### config.mk
export PLATFORM = sky130hd
export DESIGN_NAME = uart_rx_multi
export DESIGN_NICKNAME = d
export VERILOG_FILES = /design/src/rtl/uart_rx_multi.sv
export SDC_FILE = /design/constraint.sdc
export NUM_CORES = 1
export LEC_CHECK = 0
export BUFFER_PORTS_ARGS = -buffer_cell sky130_fd_sc_hd__buf_2
export CAP_MARGIN = 10
export CORE_UTILIZATION = 50
export DETAILED_ROUTE_END_ITERATION = 7
export PLACE_DENSITY = 0.75
export SLEW_MARGIN = 15
export SYNTH_ARGS = -nofsm -noshare
export SYNTH_HDL_FRONTEND = slang
export SYNTH_SLANG_ARGS = --single-unit
### constraint.sdc
create_clock -name CLK -period 2.46 [get_ports CLK]
set_input_delay 0.492 -clock CLK [delete_from_list [all_inputs] [get_ports CLK]]
set_output_delay 0.492 -clock CLK [all_outputs]
set_load 0.05 [all_outputs]
### src/rtl/uart_rx_multi.sv
// rtl/uart_rx_multi.sv - oversampling UART receiver with runtime-selectable framing
// Optional break detection (Break_det port) enabled by defining UART_RX_BREAK_DET_EN.
module uart_rx_multi #(
  parameter int DATA_WIDTH = 8,
  parameter int PRESCALE_W = 6
) (
  input  logic                  CLK,
  input  logic                  RST,
  input  logic                  RX_IN,
  input  logic [PRESCALE_W-1:0] Prescale,
  input  logic                  Parity_en,
  input  logic                  Parity_type,
  input  logic                  Stop_bits,
  output logic [DATA_WIDTH-1:0] P_DATA,
  output logic                  DATA_VALID,
  output logic                  Parity_error,
`ifdef UART_RX_BREAK_DET_EN
  output logic                  Stop_error,
  output logic                  Break_det
`else
  output logic                  Stop_error
`endif
);

  typedef enum logic [2:0] {IDLE, START, DATA, PARITY, STOP, DONE} state_t;

  state_t                state, state_nxt;
  logic [4:0]            edge_cnt;
  logic [3:0]            bit_cnt;
  logic [4:0]            ps_half_q, ps_last_q, ps_half_in, ps_last_in;
  logic [31:0]           ps_ext;
  logic                  par_en_q, par_type_q, stop2_q;
  logic [1:0]            samp;
  logic                  bit_q, par_bit, stop_acc;
  logic [DATA_WIDTH-1:0] shreg;

  logic active, sample_now, maj, cur_bit, bit_end, last_stop;
  logic start_now, frame_end, stop_err_f, par_err_f, frame_ok;
  logic idle_block, done_block;

  // Only 4/8/16/32 are supported ratios; anything else runs as 8.
  assign ps_ext = 32'(Prescale);
  always_comb begin
    ps_half_in = 5'd4;
    ps_last_in = 5'd7;
    case (ps_ext)
      32'd4:   begin ps_half_in = 5'd2;  ps_last_in = 5'd3;  end
      32'd16:  begin ps_half_in = 5'd8;  ps_last_in = 5'd15; end
      32'd32:  begin ps_half_in = 5'd16; ps_last_in = 5'd31; end
      default: begin ps_half_in = 5'd4;  ps_last_in = 5'd7;  end
    endcase
  end

  always_ff @(posedge CLK or negedge RST) begin
    if (!RST) state <= IDLE;
    else      state <= state_nxt;
  end

  always_comb begin
    state_nxt = state;
    case (state)
      IDLE:    if (!RX_IN && !idle_block) state_nxt = START;
      START:   if (bit_end) state_nxt = cur_bit ? IDLE : DATA;
      DATA:    if (bit_end && bit_cnt == 4'(DATA_WIDTH-1)) state_nxt = par_en_q ? PARITY : STOP;
      PARITY:  if (bit_end) state_nxt = STOP;
      STOP:    if (bit_end && last_stop) state_nxt = DONE;
      DONE:    state_nxt = (!RX_IN && !done_block) ? START : IDLE;
      default: state_nxt = IDLE;
    endcase
  end

  // The third centre sample may coincide with the bit's last edge (Prescale=4),
  // so the vote is formed combinationally from the live line.
  always_comb begin
    active     = (state == START) || (state == DATA) || (state == PARITY) || (state == STOP);
    sample_now = active && (edge_cnt == ps_half_q + 5'd1);
    maj        = (samp[1] & samp[0]) | (samp[1] & RX_IN) | (samp[0] & RX_IN);
    cur_bit    = sample_now ? maj : bit_q;
    bit_end    = active && (edge_cnt == ps_last_q);
    last_stop  = (bit_cnt == {3'b000, stop2_q});
    start_now  = (state_nxt == START) && ((state == IDLE) || (state == DONE));
    frame_end  = (state == STOP) && bit_end && last_stop;
    stop_err_f = stop_acc | ~cur_bit;
    par_err_f  = par_en_q && ((^shreg ^ par_bit) != par_type_q);
    frame_ok   = !par_err_f && !stop_err_f;
  end

  always_ff @(posedge CLK or negedge RST) begin
    if (!RST) begin
      edge_cnt     <= '0;
      bit_cnt      <= '0;
      ps_half_q    <= 5'd4;
      ps_last_q    <= 5'd7;
      par_en_q     <= 1'b0;
      par_type_q   <= 1'b0;
      stop2_q      <= 1'b0;
      samp         <= '0;
      bit_q        <= 1'b0;
      par_bit      <= 1'b0;
      stop_acc     <= 1'b0;
      shreg        <= '0;
      P_DATA       <= '0;
      DATA_VALID   <= 1'b0;
      Parity_error <= 1'b0;
      Stop_error   <= 1'b0;
    end else begin
      // The detecting sample is edge 0 of the start bit, so counting resumes at 1.
      if (start_now) begin
        edge_cnt   <= 5'd1;
        bit_cnt    <= '0;
        ps_half_q  <= ps_half_in;
        ps_last_q  <= ps_last_in;
        par_en_q   <= Parity_en;
        par_type_q <= Parity_type;
        stop2_q    <= Stop_bits;
        stop_acc   <= 1'b0;
      end else if (!active) begin
        edge_cnt <= '0;
        bit_cnt  <= '0;
      end else if (bit_end) begin
        edge_cnt <= '0;
        bit_cnt  <= (state_nxt == state) ? bit_cnt + 4'd1 : 4'd0;
      end else begin
        edge_cnt <= edge_cnt + 5'd1;
      end

      if (active && ((edge_cnt == ps_half_q - 5'd1) || (edge_cnt == ps_half_q)))
        samp <= {samp[0], RX_IN};
      if (sample_now) bit_q <= maj;

      if (bit_end) begin
        case (state)
          DATA:    shreg    <= {cur_bit, shreg[DATA_WIDTH-1:1]};
          PARITY:  par_bit  <= cur_bit;
          STOP:    stop_acc <= stop_acc | ~cur_bit;
          default: ;
        endcase
      end

      DATA_VALID <= frame_end && frame_ok;
      if (frame_end) begin
        Parity_error <= par_err_f;
        Stop_error   <= stop_err_f;
        if (frame_ok) P_DATA <= shreg;
      end
    end
  end

`ifdef UART_RX_BREAK_DET_EN
  logic first_stop0, hold, first0_f, brk_f;

  assign first0_f   = (bit_cnt == 4'd0) ? ~cur_bit : first_stop0;
  assign brk_f      = (shreg == '0) && !(par_en_q && par_bit) && first0_f;
  assign idle_block = hold;
  assign done_block = Break_det;

  // After a break the line must be seen idle before another start is accepted.
  always_ff @(posedge CLK or negedge RST) begin
    if (!RST) begin
      Break_det   <= 1'b0;
      first_stop0 <= 1'b0;
      hold        <= 1'b0;
    end else begin
      Break_det <= frame_end && brk_f;
      if ((state == STOP) && bit_end && (bit_cnt == 4'd0)) first_stop0 <= ~cur_bit;
      if ((state == DONE) && Break_det) hold <= 1'b1;
      else if (RX_IN)                    hold <= 1'b0;
    end
  end
`else
  assign idle_block = 1'b0;
  assign done_block = 1'b0;
`endif

endmodule
==> results.txt, run 1 <==
io pins -> 23
Pwr per Cell Area -> 987 nW/um2
Skew-Pair Late Insertion Delay -> 0.30 ns
r2r endpoint -> P_DATA[6]
Avg Cell Area, Syn -> 10.7 um2
Post-Synthesis Cells -> 235
Worst Path Required -> 2.69 ns
worst path arrival time -> 2.26 ns
worst rel slew slack -> 54.1%
diode count -> 0
top post-synthesis cells by count -> dfrtp_1, nand3_1, xnor2_1
Final Hold Vio Count -> 0
worst slew pin tran -> 0.686 ns
met2 WL -> 2120 um
Placed Cells incl. Taps -> 316
via count -> 1,807
CTS sink count -> 45
Post-synth EDFFs -> 0
crit path launch -> edge_cnt[0]
clock skew -> 0.0125 ns
Synth cell types -> 56
DRC violation count after routing -> 0
setup slack, reg-to-reg -> 0.43 ns
Via density -> 5.59
period utilization -> 82.6%
share of cells above drive strength 1 -> 21.5%
P_leak -> 1.16 nW
Routed WL -> 4710 um
flop and latch count out of synthesis -> 45
Num CTS Buffers -> 5
Final Setup Violations -> 0
Metal-1 WL -> 2390 um
initial detailed-routing violation count -> 111
Die Area -> 5340 um2
highest routed layer -> met4
cell area after synthesis -> 2530 um2
vias in the first global route -> 1,655
Yosys Warn Count -> 0
met3 wire len -> 156 um
clk buf depth -> 2
crit path max fanout -> 10
HP Class -> input port to asynchronous set/reset pin
CP Capture Type -> flip-flop
Pre-antenna DRT Iters -> 4
status -> finished clean
Setup CP Type -> flip-flop to flip-flop
H-Tree Depth -> 2
CTS Hold Bufs -> 0
Setup Buffers After CTS -> 0
Global Route Usage Sum -> 19.5%
Clock Tree Root -> clkbuf_8
nets -> 271
row cnt -> 25
most area-consuming cells after synthesis -> dfrtp_1, nand3_1, xnor2_1, mux2_1, o2111ai_1
main flop type after synthesis -> dfrtp_1
Core ar. -> 4790 um2
area leader, netlist -> dfrtp_1
startpoint type of the worst setup path -> flip-flop
minimum clock period -> 2.03 ns
register clock-pin slew on the reported worst setup and hold paths -> 0.09 ns
Critical R2R Launch -> edge_cnt[0]
largest net degree at the start of global routing -> 46
most common cell in the netlist -> dfrtp_1
die height -> 73.1 um
Die W -> 73.1 um
I/O Buffers -> 22
Synth Net Count -> 250
DP Wirelength -> 3430 um
async set-reset flop share out of synthesis -> 100%
Placer Congestion -> 0.772
Worst R2R Path Depth -> 6
CTS tree -> built
post_cts resized -> 0
global-route wire length before repair -> 7800 um
hold_ws -> 0.259 ns
setup TNS -> 0 ns
initial antenna violation count -> 0
fin cells -> 323
Initial Util -> 52.8%
WL/cell -> 14.6 um
RSZ-0062 raised after global routing -> false
Pins Over Slew Limit -> 0
register area share after synthesis -> 44.7%
post-synthesis to final-layout area growth -> 9.81%
Peak Freq -> 492 MHz
Yosys top cell area share -> 42.6%
GRT overflow -> 0
Max-Cap Viols -> 0
Final ANT Viol Nets -> 0
Peak VDD IR -> 0.646 mV
-- sequential cells by signal (all words and copies together), names as in the netlist, 2 cells and up --
name       flops
ps_half_q      3
samp           2
shreg          8
ps_last_q      3
bit_cnt        4
edge_cnt       5
state          3
P_DATA         8
-- layout by cell type (no fill, tap or decap), types with 3 or more instances in the layout --
cell type,n
a21oi_1,5
nor3_1,3
buf_2,22
mux2_1,7
dfrtp_1,43
xor2_1,8
clkbuf_8,5
xnor2_1,15
or3_1,5
o21ai_0,6
mux2_2,5
and3_1,3
o2111ai_1,8
o21ai_1,12
xnor2_2,3
nand2_1,11
nand3_1,28
ha_1,3
nor2_1,10
inv_1,5
nand2b_1,4
buf_4,3
-- final cells by class --
| type | instances | area (um2) |
|---|---|---|
| fillers | 413 | 2010 |
| multi-input cells | 173 | 1300 |
| flip-flops and latches | 45 | 1130 |
| repair buffers | 25 | 133 |
| well taps | 67 | 83.8 |
| clock buffers | 5 | 68.8 |
| clock inverters | 2 | 35.0 |
| inverters | 6 | 22.5 |
-- where the power goes --
part / switching (mW) / total [mW] / internal, mW
clock network: 0.249 / 0.544 / 0.296
logic: 0.634 / 1.13 / 0.491
registers: 0.198 / 1.07 / 0.871
total: 1.08 / 2.74 / 1.66
-- per-stage QoR --
step | instance area, um2 | worst slack, ns | util [%] | power, mW
floorplan | 2530 | 0.700 | - | 1.98
global placement | 2670 | 0.465 | 55.8 | 2.16
detailed placement | 2670 | 0.462 | 55.8 | 2.20
CTS | 2770 | 0.430 | 58.0 | 2.75
global route | 2770 | 0.330 | 58.0 | 2.93
finish | 2770 | 0.429 | 58.0 | 2.74
-- critical path, stage by stage (launching register included) --
cell and delay (ns):
dfrtp_1 0.53, ha_1 0.29, nand4_1 0.14, buf_4 0.21, a311oi_4 0.42, o2111ai_1 0.24
nand3_1 0.15
-- routing by layer --
| metal | up-vias | GRT usage, % |
|---|---|---|
| li1 | 894 | - |
| met1 | 873 | 27.5 |
| met2 | 36 | 29.8 |
| met3 | 4 | 4.97 |
| met4 | 0 | 4.79 |
| met5 | - | 0 |
-- logic make-up after synthesis --
| kind of cell | Yosys count | share of synthesized area [%] |
|---|---|---|
| muxes | 13 | 5.75 |
| buffers and inverters | 17 | 3.76 |
| xor gates and xnor gates | 28 | 11.5 |
| DFF | 45 | 44.7 |
| and+or+nand+nor | 81 | 18.4 |
| AOI/OAI and AO/OA | 48 | 14.5 |
| adders and majority gates | 3 | 1.49 |
-- worst max-delay path by stage --
stage | to | slack, ns
floorplan | DATA_VALID | 0.70
global placement | shreg[5] | 0.47
detailed placement | P_DATA[6] | 0.46
CTS | P_DATA[6] | 0.43
global route | P_DATA[4] | 0.33
finish | P_DATA[6] | 0.43
Note: power is estimated with default switching activity, not from simulation.
==> run 2, diff against run 1 <==
- ABC_AREA: unset -> 1
- PLACE_DENSITY: 0.75 -> 0.78
- clock period: 2.46 -> 1.7 ns (I/O delays scaled with it)
==> run 2 against run 1 <==
  * The run now ends with hold timing, setup timing left
  * Cell count up 33%
  * Sequential power is essentially flat
  * Maximum frequency is 17% higher
  * Worst setup slack lost 0.47 ns
  * Sequential share of layout area fell by 6.0 points
  * Largest cell class unchanged
==> results.txt, run 2 <==
CTS sink count -> 45 (unchanged)
worst path arrival time -> 1.99 ns (-0.27 ns)
worst rel slew slack -> 78.5% (+24 points)
Num CTS Buffers -> 5 (unchanged)
Synth Net Count -> 311 (+24%)
Final Hold Vio Count -> 23 (+23)
status -> finished, violations left
Worst Path Required -> 1.96 ns (-0.73 ns)
post-synthesis mux area share -> 0.447% (-5.3 points)
Synth Area in Compound Gates -> 8.44% (-6.0 points)
Worst R2R Path Depth -> 11 (+5)
Peak VDD IR -> 0.472 mV (-27%)
commonest cells after routing, fill and taps aside -> nand2_1, dfrtp_1, buf_4
Yosys Warn Count -> 0 (unchanged)
biggest regs -> P_DATA x8, shreg x8, edge_cnt x5
RSZ-0062 raised after global routing -> true
global-route wire length before repair -> 8920 um (+14%)
I/O Buffers -> 22 (unchanged)
H-Tree Depth -> 2 (unchanged)
Pwr per Cell Area -> 571 nW/um2 (-42%)
diode count -> 0 (unchanged)
most area-consuming cells after synthesis -> dfrtp_1, nand2_1, inv_1, nor2_1, xnor2_1
CTS tree -> built
register clock-pin slew on the reported worst setup and hold paths -> 0.10 ns (about the same)
Skew-Pair Late Insertion Delay -> 0.32 ns (+0.02 ns)
share of cells above drive strength 1 -> 37.5% (+16 points)
violated checks -> hold timing, setup timing
Setup WS post-layout -> -0.0379 ns (-0.466 ns)
row cnt -> 25 (unchanged)
Gate power share -> 5.3% (-36 points)
Pre-antenna DRT Iters -> 4 (unchanged)
switching portion of total power -> 24.6% (-15 points)
largest net degree at the start of global routing -> 46 (unchanged)
Final Power -> 1.87 mW (-32%)
post-place setup slack -> -0.0277 ns (-0.490 ns)
setup TNS -> -0.138 ns (-0.138 ns)
commonest non-fill, non-tap cell in the layout -> nand2_1
CP Capture Type -> flip-flop
sequential share of power -> 57.8% (+19 points)
area leader, netlist -> dfrtp_1
Synth cell types -> 39 (-30%)
hold_ws -> -0.0111 ns (-0.270 ns)
DP Wirelength -> 4120 um (+20%)
CP Cell Sequence -> nand2_1, nand2_1, nand2_2, nor2_2, nand2_1, nand2_2, nand2_4, nor2_8, buf_6, nand4_1, nand2_1
Peak Freq -> 575 MHz (+17%)
GRT overflow -> 0 (unchanged)
Psw -> 0.460 mW (-57%)
largest family of logic cells by synthesized area -> simple AND/OR/NAND/NOR gates
Clock Tree Root -> clkbuf_8
post-synthesis simple-gate area fraction -> 33.6% (+15 points)
clock skew -> 0.0144 ns (+0.00189 ns)
post-synthesis to final-layout area growth -> 29.8%
vias in the first global route -> 1,939 (+17%)
xor/xnor share of the synthesized area -> 4.52% (-7.0 points)
WL/cell -> 14.2 um (-2.8%)
main flop type after synthesis -> dfrtp_1
setup slack, reg-to-reg -> -0.04 ns (-0.47 ns)
Max-Cap Viols -> 0 (unchanged)
die height -> 73.0 um (-0.12%)
Post-Synth Adder-Cell Area -> 1.49% (+0.0037 points)
Final ANT Viol Nets -> 0 (unchanged)
most common cell in the netlist -> nand2_1
Pins Over Slew Limit -> 0 (unchanged)
worst slew pin tran -> 0.319 ns (-0.367 ns)
nets -> 377 (+39%)
Final Setup Violations -> 7 (+7)
Post-synth EDFFs -> 0 (unchanged)
minimum clock period -> 1.74 ns (-0.294 ns)
CP max stage cell -> dfstp_2
Core ar. -> 4790 um2 (unchanged)
via count -> 2,231 (+23%)
Die Area -> 5330 um2 (-0.25%)
register area share after synthesis -> 44.8% (+0.11 points)
Post-Synthesis Cells -> 296 (+26%)
cell area after synthesis -> 2520 um2 (-0.25%)
async set-reset flop share out of synthesis -> 100% (unchanged)
initial detailed-routing violation count -> 139 (+25%)
top post-synthesis cells by count -> nand2_1, dfrtp_1, inv_1
io pins -> 23 (unchanged)
Setup CP Type -> flip-flop to flip-flop
Die W -> 73.0 um (-0.12%)
P_leak -> 1.68 nW (+45%)
Clock power frac -> 36.9% (+17 points)
period utilization -> 102% (+20 points)
Placer Congestion -> 0.879 (+14%)
startpoint type of the worst setup path -> flip-flop
clk buf depth -> 2 (unchanged)
Critical Path Max Stage Delay -> 0.58 ns (+0.05 ns)
most used cell, CP -> nand2_1
HP Class -> input port to asynchronous set/reset pin
Routed WL -> 6090 um (+29%)
Global Route Usage Sum -> 22.5% (+3.0 points)
DRC violation count after routing -> 0 (unchanged)
flop and latch count out of synthesis -> 45 (unchanged)
Core Util, Final -> 68.3% (+10 points)
Yosys top cell area share -> 42.7% (+0.11 points)
crit path max fanout -> 7 (-3)
initial antenna violation count -> 0 (unchanged)
Initial Util -> 52.7% (-0.13 points)
Avg Cell Area, Syn -> 8.51 um2 (-21%)
Internal Power -> 1.41 mW (-15%)
Via density -> 5.19 (-7.3%)
run 2: changes by cell type after synthesis, moves of 6 or more:
cell	change
nand2_1	+64
inv_1	+27
nand3_1	-15
nor2_1	+12
o21ai_1	-11
nand4_1	+10
nand2_2	+9
a21oi_1	+7
mux2_1	-7
o2111ai_1	-7
o21ai_0	+7
buf_2	-6
xnor2_1	-6
run 2: kinds of logic after synthesis:
family                     count (synthesis)
DFF                                       45
and+or+nand+nor                          156
AOI/OAI and AO/OA                         35
buffers and inverters                     43
adders and majority gates                  3
muxes                                      1
xor gates and xnor gates                  13
run 2: cell type report:
type                       count  area [um2]
multi-input combinational    209        1360
tap                           67        83.8
sequential                    45        1130
clock buffer                   5        68.8
timing repair buffer          62         455
inverter                      39         151
clock inverter                 3        22.5
fill                         359        1520
run 2: worst paths after layout:
| kind | endpoint | start |
|---|---|---|
| min reg2reg | P_DATA[6] | P_DATA[6] |
| max | P_DATA[0] | ps_half_q[2] |
| max in group asynchronous | ps_half_q[2] | RST |
| min in group CLK | par_type_q | Parity_type |
| min | ps_half_q[1] | RST |
| max reg2reg | P_DATA[0] | ps_half_q[2] |
run 2: through the flow:
step / hold WS, ns / instances / instance area (um2)
after floorplan: 0.0444 / 296 / 2520
after global placement: 0.333 / 411 / 2940
after detailed placement: 0.339 / 411 / 2940
after CTS: 0.00724 / 420 / 3060
after global routing: 0.0182 / 430 / 3270
final: -0.0111 / 430 / 3270
run 2: per-layer routing:
layer | share of wire, % | up-vias | routed length [um] | global-route usage (%)
li1 | - | 1090 | - | -
met1 | 45 | 1061 | 2730 | 32.3
met2 | 48 | 66 | 2940 | 34.3
met3 | 5.0 | 14 | 305 | 3.31
met4 | 1.8 | 0 | 112 | 8.50
met5 | 0 | - | 0 | 0
run 2: timing repair:
action	CTS	global route
buffers inserted	1	10
hold buffers	0	0
pin swaps	6	24
gates cloned	0	1
endpoints found under the setup margin	7	17
resized for setup	5	32
run 2: critical path: cells and delay by family, from the launching register on:
| family | cells | cell delay (ns) |
|---|---|---|
| flip-flops | 1 | 0.58 |
| AND/OR/NAND/NOR | 10 | 0.96 |
| buffers and inverters | 1 | 0.14 |
run 2: power by group through the flow:
stage / registers [mW] / clock network, mW / logic, mW
finish: 1.08 / 0.688 / 0.0996
global route: 1.08 / 0.731 / 0.110
global placement: 1.10 / 0 / 0.0787
floorplan: 1.10 / 0 / 0.0336
detailed placement: 1.10 / 0 / 0.0828
CTS: 1.08 / 0.686 / 0.0828
